### config.mk
export PLATFORM = sky130hd
export DESIGN_NAME = dmem_arbiter
export DESIGN_NICKNAME = d
export VERILOG_FILES = /design/src/rtl/dmem_arbiter.sv
export SDC_FILE = /design/constraint.sdc
export NUM_CORES = 1
export LEC_CHECK = 0
export ABC_CLOCK_PERIOD_IN_PS = 3900
export BUFFER_PORTS_ARGS = -buffer_cell sky130_fd_sc_hd__buf_2
export CAP_MARGIN = 20
export CORE_AREA = 2 2 119 121
export CTS_BUF_LIST = sky130_fd_sc_hd__clkbuf_4 sky130_fd_sc_hd__clkbuf_8 sky130_fd_sc_hd__clkbuf_16
export DETAILED_ROUTE_END_ITERATION = 10
export DIE_AREA = 0 0 121 123
export PLACE_DENSITY = 0.59
export SYNTH_ARGS = -nofsm -noshare
export SYNTH_HDL_FRONTEND = slang
export SYNTH_SLANG_ARGS = --single-unit
### constraint.sdc
create_clock -name clk -period 3.9 [get_ports clk]
set_input_delay 0.78 -clock clk [delete_from_list [all_inputs] [get_ports clk]]
set_output_delay 0.78 -clock clk [all_outputs]
set_load 0.02 [all_outputs]
### src/rtl/dmem_arbiter.sv
// Data-memory port arbiter: CPU priority with a starvation-forced loader grant.
// Optional performance counters are enabled by defining DMEM_ARB_PERF_EN.
module dmem_arbiter #(
    parameter int unsigned STARVE_LIMIT = 4,
    parameter int unsigned AW           = 32
) (
    input  logic          clk,
    input  logic          reset,
    input  logic          cpu_req,
    input  logic          cpu_we,
    input  logic [AW-1:0] cpu_addr,
    input  logic [31:0]   cpu_wdata,
    input  logic [1:0]    cpu_store_type,
    output logic [31:0]   cpu_rdata,
    output logic          cpu_stall,
    input  logic          ld_valid,
    output logic          ld_ready,
    input  logic          ld_we,
    input  logic [AW-1:0] ld_addr,
    input  logic [31:0]   ld_wdata,
    input  logic [1:0]    ld_store_type,
    output logic          ld_rvalid,
    output logic [31:0]   ld_rdata,
`ifdef DMEM_ARB_PERF_EN
    output logic [31:0]   stall_cnt,
    output logic [31:0]   ld_xfer_cnt,
`endif
    output logic          mem_we,
    output logic [1:0]    mem_store_type,
    output logic [AW-1:0] mem_addr,
    output logic [31:0]   mem_wdata,
    input  logic [31:0]   mem_rdata
);

    localparam int unsigned CW = 8;
    localparam logic [CW-1:0] LIMIT = CW'(STARVE_LIMIT);

    typedef enum logic {
        ST_PRI   = 1'b0,
        ST_FORCE = 1'b1
    } state_e;

    state_e          state_q, state_d;
    logic [CW-1:0]   wait_cnt_q, wait_cnt_d;
    logic            ld_rvalid_q, ld_rvalid_d;
    logic [31:0]     ld_rdata_q, ld_rdata_d;
    logic            grant_cpu, grant_ld;

    // Grant decode, memory mux and next-state logic
    always_comb begin
        grant_cpu      = 1'b0;
        grant_ld       = 1'b0;
        state_d        = state_q;
        mem_we         = 1'b0;
        mem_store_type = 2'b10;
        mem_addr       = '0;
        mem_wdata      = '0;

        case (state_q)
            ST_PRI: begin
                grant_cpu = cpu_req;
                grant_ld  = ld_valid & ~cpu_req;
            end
            ST_FORCE: begin
                grant_ld  = ld_valid;
                grant_cpu = cpu_req & ~ld_valid;
            end
            default: ;
        endcase

        if (grant_cpu) begin
            mem_we         = cpu_we;
            mem_store_type = cpu_store_type;
            mem_addr       = cpu_addr;
            mem_wdata      = cpu_wdata;
        end else if (grant_ld) begin
            mem_we         = ld_we;
            mem_store_type = ld_store_type;
            mem_addr       = ld_addr;
            mem_wdata      = ld_wdata;
        end

        if (grant_ld || !ld_valid) begin
            wait_cnt_d = '0;
        end else if (wait_cnt_q < LIMIT) begin
            wait_cnt_d = wait_cnt_q + CW'(1);
        end else begin
            wait_cnt_d = wait_cnt_q;
        end

        // The counter hitting the limit flips state on the same edge, so LD wins next cycle
        case (state_q)
            ST_PRI:   if (wait_cnt_d >= LIMIT) state_d = ST_FORCE;
            ST_FORCE: if (grant_ld || !ld_valid) state_d = ST_PRI;
            default:  state_d = ST_PRI;
        endcase

        ld_rvalid_d = grant_ld & ~ld_we;
        ld_rdata_d  = ld_rvalid_d ? mem_rdata : ld_rdata_q;
    end

    assign ld_ready  = grant_ld;
    assign cpu_stall = cpu_req & ~grant_cpu;
    assign cpu_rdata = mem_rdata;
    assign ld_rvalid = ld_rvalid_q;
    assign ld_rdata  = ld_rdata_q;

    always_ff @(posedge clk or negedge reset) begin
        if (!reset) begin
            state_q     <= ST_PRI;
            wait_cnt_q  <= '0;
            ld_rvalid_q <= 1'b0;
            ld_rdata_q  <= '0;
        end else begin
            state_q     <= state_d;
            wait_cnt_q  <= wait_cnt_d;
            ld_rvalid_q <= ld_rvalid_d;
            ld_rdata_q  <= ld_rdata_d;
        end
    end

`ifdef DMEM_ARB_PERF_EN
    logic [31:0] stall_cnt_q, stall_cnt_d;
    logic [31:0] ld_xfer_cnt_q, ld_xfer_cnt_d;

    // Free-running event counters, wrapping at 2^32
    always_comb begin
        stall_cnt_d   = stall_cnt_q + 32'(cpu_stall);
        ld_xfer_cnt_d = ld_xfer_cnt_q + 32'(grant_ld);
    end

    always_ff @(posedge clk or negedge reset) begin
        if (!reset) begin
            stall_cnt_q   <= '0;
            ld_xfer_cnt_q <= '0;
        end else begin
            stall_cnt_q   <= stall_cnt_d;
            ld_xfer_cnt_q <= ld_xfer_cnt_d;
        end
    end

    assign stall_cnt   = stall_cnt_q;
    assign ld_xfer_cnt = ld_xfer_cnt_q;
`endif

endmodule

# Word-level counts from Yosys, hierarchy flattened
# Index checks and enable logic that the tools add are counted.
word_totals:
  regBits: 42
  latchBits: 0
  ramBits: 0
  romBits: 0
  word_cells: 33
  n_memories: 0
op_classes:
  add_sub_neg: 1
  mul: 0
  div_mod_pow: 0
  order_cmp: 2
  eq_ne: 0
  shift: 0
  mux: 15
  bitwise: 9
  reduce_logical: 2
op_table:
  columns: ["operator", "n"]
  rows:
  - ["32-bit 2-to-1 mux", 4]
  - ["8-bit 2-to-1 mux", 2]
  - ["8-bit by 1-bit adder with 8-bit output, second input constant", 1]
  - ["8-bit by 3-bit greater-or-equal comparator with 1-bit output, second input constant", 1]
  - ["8-bit by 3-bit less-than comparator with 1-bit output, second input constant", 1]
  - ["1-bit one-hot mux with 2 select lines", 3]
  - ["1-bit NOT", 5]
  - ["1-bit AND", 4]
  - ["1-bit 2-to-1 mux", 4]
  - ["2-bit 2-to-1 mux", 2]
  - ["1-bit zero test", 1]
  - ["1-bit logical OR", 1]

# Depth between registers and ports, before layout
logic_depth:
  ltp_word: 8
  depth_mapped: 5
  ltp_nobuf: 3

# Worst setup path before layout
# Ideal clock, no wire load.
synth_timing:
  path_kind: "input to output"
  startpoint: "in ld_valid"
  endpoint: "out mem_addr[24]"
  arrival_time_ps: 1749
  required_ps: 3120
  setup_slack_ps: 1371
  stages: 4
  n_path_buf: 1
  cell_sequence: "inv_1 -> a21oi_2 -> clkbuf_1 -> a22o_1"
synth_via:
  elab_chain_cells: 4
  elab_cells_between_ends: 7
  classes_between: "mux: 4; bitwise: 3"
synth_rtl:
  columns: ["item", "line", "source"]
  rows:
  - ["start, declared", "16", "input logic ld_valid,"]
  - ["1-bit AND", "62", "grant_ld = ld_valid & ~cpu_req;"]
  - ["1-bit one-hot mux with 2 select lines *", "59", "case (state_q)"]
  - ["named net ld_ready", "17", "output logic ld_ready,"]
  - ["32-bit 2-to-1 mux *", "76", "end else if (grant_ld) begin"]
  - ["32-bit 2-to-1 mux *", "71", "if (grant_cpu) begin"]
  - ["end, declared", "30", "output logic [AW-1:0] mem_addr,"]
# Mark *: on every way through the listed nets, which the timed path passes. The rest lies on a longest branch.

# Worst setup path in the final report
layout_timing:
  startpoint: "in ld_valid"
  endpoint: "out mem_addr[31]"
layout_via:
  elab_chain_cells: 4
  elab_cells_between_ends: 7
  classes_between: "mux: 4; bitwise: 3"
layout_rtl:
  columns: ["item", "line"]
  rows:
  - ["1-bit AND / 1-bit NOT (equally long branches)", "62, 66"]
  - ["1-bit one-hot mux with 2 select lines / 1-bit AND (equally long branches)", "59, 66"]
  - ["32-bit 2-to-1 mux / 1-bit one-hot mux with 2 select lines (equally long branches)", "76, 59"]
  - ["32-bit 2-to-1 mux *", "71"]
# Every way passes the cells marked *; elsewhere a longest branch is shown, timed or not.

==> flow_metrics.env <==
export IMPL_synth_area_leaders="dfrtp_1, a22o_1, mux2_2"
export IMPL_drtAntennaViolNets=0
export IMPL_grt_max_degree=43
export IMPL_relSlewSlack_pct=39.3
export IMPL_synth_edf_count=0
export IMPL_end_kind="output pin"
export IMPL_drive_gt1_share_pct=71.8
export IMPL_syn_num_nets=390
export IMPL_multiInputGateArea_sq_um=1130
export IMPL_first_iter_violations=124
export IMPL_netlist_top_cell_by_area="dfrtp_1"
export IMPL_firstDrtPassIters=4
export IMPL_route_detailed_wl_per_inst_um=16.3
export IMPL_holdPathStages=1
export IMPL_status="finished clean"
export IMPL_reg2reg_depth=4
export IMPL_rsz0062_at_grt="false"
export IMPL_ys_seq_area_share_pct=41.9
export IMPL_cts_max_level=2
export IMPL_period_share_pct=75.1
export IMPL_drc=0
export IMPL_crit_required_ns=3.12
export IMPL_setup_viol=0
export IMPL_ir_worst_vdd_v=0.000257
export IMPL_seq_area_sq_um=1050
export IMPL_synth_most_common_cell="a22o_1"
export IMPL_avgSynthCellArea_sq_um=11.4
export IMPL_ys_warnings_count=0
export IMPL_tns_ns=0
export IMPL_antenna_found_initial=1
export IMPL_ioPinCount=304
export IMPL_core_sq_um=13600
export IMPL_root_buffer="clkbuf_16"
export IMPL_fin_nets=655
export IMPL_grt_ovfl_total=0
export IMPL_finalWirelength_um=10800
export IMPL_clk_latency_ns=0.28
export IMPL_r2r_end="ld_rdata[5]"
export IMPL_cts_buffer_depth=2
export IMPL_crit_type="in -> out"
export IMPL_final_util_pct=30.3
export IMPL_die_area_sq_um=14900
export IMPL_max_freq_mhz=341
export IMPL_clk_pin_slew_ns=0.05
export IMPL_grt_pass1_wl_um=15000
export IMPL_die_w_um=121
export IMPL_ys_types=25
export IMPL_async_flop_share_pct=100
export IMPL_critPathMaxFanout=25
export IMPL_drv_cap=0
export IMPL_synth_seq_cells=42
export IMPL_die_y_um=123
export IMPL_cts_hold_fix_buffers=0
export IMPL_min_from="ld_rdata[3]"
export IMPL_grt_pass1_vias=2765
export IMPL_viasPerCell=4.30
export IMPL_synth_ff_type="dfrtp_1"
export IMPL_initial_core_util_pct=18.4
export IMPL_final_max_slew_violation_count=0
export IMPL_synthCells=219
export IMPL_placed_area_sq_um=3980
export IMPL_cts_setup_buffers=0
export IMPL_cts_buffers=5
export IMPL_row_count=43
export IMPL_cts_resized=0
export IMPL_place_gp_congestion=0.877
export IMPL_areaGrowthSynthToFinish_pct=64.8
export IMPL_min_path_type="reg -> reg"
export IMPL_r2r_setup_slack_ns=2.19
export IMPL_fill_cells=1422
export IMPL_cts_sinks=42
export IMPL_cts_tree="built"
export IMPL_worst_r2r_startpoint="state_q"
export IMPL_power_density_nw_per_um2=367
export IMPL_netlist_area_sq_um=2510
export IMPL_final_area_sq_um=4130
export IMPL_dp_hpwl_um=9070
export IMPL_critPathArrivalTime_ns=2.15
export IMPL_hold_viol=0
export IMPL_whs_endpoint="ld_rdata[3]"
export IMPL_worst_hold_slack_ns=0.483
export IMPL_synthTopCellsByCount="a22o_1, dfrtp_1, buf_4, mux2_2, clkbuf_1"
export IMPL_portBuffers=303
export IMPL_worst_pin_slew_ns=0.911
export IMPL_skew_ns=0.00681
export IMPL_period_minus_slack_ns=2.93
export IMPL_grt_util_all_layers_pct=13.2
export IMPL_p_leak_uw=0.00235
export IMPL_vias=2863
export IMPL_start_kind="primary input"
export IMPL_synth_top_cell_area_share_pct=41.9
## layer usage
metal  part of all wire [%]  global-route usage (%)  vias to the layer above  wire (um)
met5                      0                       0                        -          0
met4                    1.5                    3.78                        0        159
met3                     11                    4.24                       11       1200
met2                     48                    21.9                      194       5230
met1                     39                    16.3                     1339       4260
li1                       -                       -                     1319          -
## cells in the final DEF, fill, tap and decap left out
cell / synthesis / layout
dfrtp_1: 42 / 42
clkbuf_4: 0 / 1
o21ai_0: 1 / 1
mux2_1: 4 / 4
diode_2: 0 / 1
a22o_1: 66 / 66
clkinv_2: 0 / 1
a21oi_1: 1 / 1
buf_4: 35 / 5
buf_2: 7 / 303
a211oi_4: 1 / 1
ha_1: 1 / 1
and3_1: 1 / 1
a21oi_4: 0 / 1
nor2_1: 1 / 1
nor4_1: 1 / 1
mux2i_1: 2 / 2
o21a_1: 1 / 1
inv_1: 2 / 2
mux2_2: 28 / 28
a21boi_4: 0 / 1
nor2b_1: 1 / 1
nand2b_1: 1 / 1
nand2_1: 6 / 6
clkbuf_8: 0 / 1
and2_1: 5 / 5
inv_2: 1 / 1
and3b_1: 1 / 1
clkbuf_16: 0 / 5
## critical path: stages
cell and delay (ns):
buf_2 0.13, inv_1 0.10, a21oi_4 0.36, buf_4 0.35
a22o_1 0.23, buf_2 0.18
## power by group
group | switching [uW] | internal [uW] | total, uW
Combinational | 332 | 239 | 571
Clock | 155 | 260 | 415
Sequential | 31.3 | 500 | 531
## through the flow
| stage | total power (uW) | std cells | setup WS (ns) |
|---|---|---|---|
| 2_1_floorplan | 873 | 219 | 1.37 |
| 3_3_place_gp | 1110 | 657 | 1.00 |
| 3_5_place_dp | 1110 | 657 | 0.954 |
| 4_1_cts | 1550 | 665 | 0.944 |
| 5_1_grt | 1600 | 665 | 0.855 |
| 6_report | 1520 | 666 | 0.971 |
## logic make-up (layout without fill, tap and decap cells)
logic type	after synthesis	after routing	synth area share, %
muxes	34	34	15.2
AOI/OAI and AO/OA	72	72	25.2
and+or+nand+nor	17	17	3.65
other	0	1	0
DFF	42	42	41.9
buffers and inverters	53	319	13.5
adders and majority gates	1	1	0.499
## area by class of cell
| cell class | instances | area share (%) |
|---|---|---|
| Clock buffer | 7 | 3.54 |
| Sequential cell | 42 | 25.4 |
| Tap cell | 180 | 5.45 |
| Multi-Input combinational cell | 124 | 27.5 |
| Clock inverter | 1 | 0.121 |
| Inverter | 3 | 0.273 |
| Antenna cell | 1 | 0.0606 |
| Timing Repair Buffer | 308 | 37.6 |
## worst max path at each step
stage	startpoint	end	slack, ns	cells past startpoint
2_1_floorplan	ld_valid	mem_addr[24]	1.37	4
3_3_place_gp	ld_valid	mem_addr[31]	1.00	6
3_5_place_dp	ld_valid	mem_addr[31]	0.95	6
4_1_cts	ld_valid	mem_addr[31]	0.94	6
5_1_grt	ld_valid	mem_addr[31]	0.85	6
6_report	ld_valid	mem_addr[31]	0.97	6
## registers in the layout, summed over array words and instances, names as in the netlist
register    cells
ld_rdata       32
ld_rvalid       1
state_q         1
wait_cnt_q      8
No activity file was read; power rests on OpenSTA's default activity.
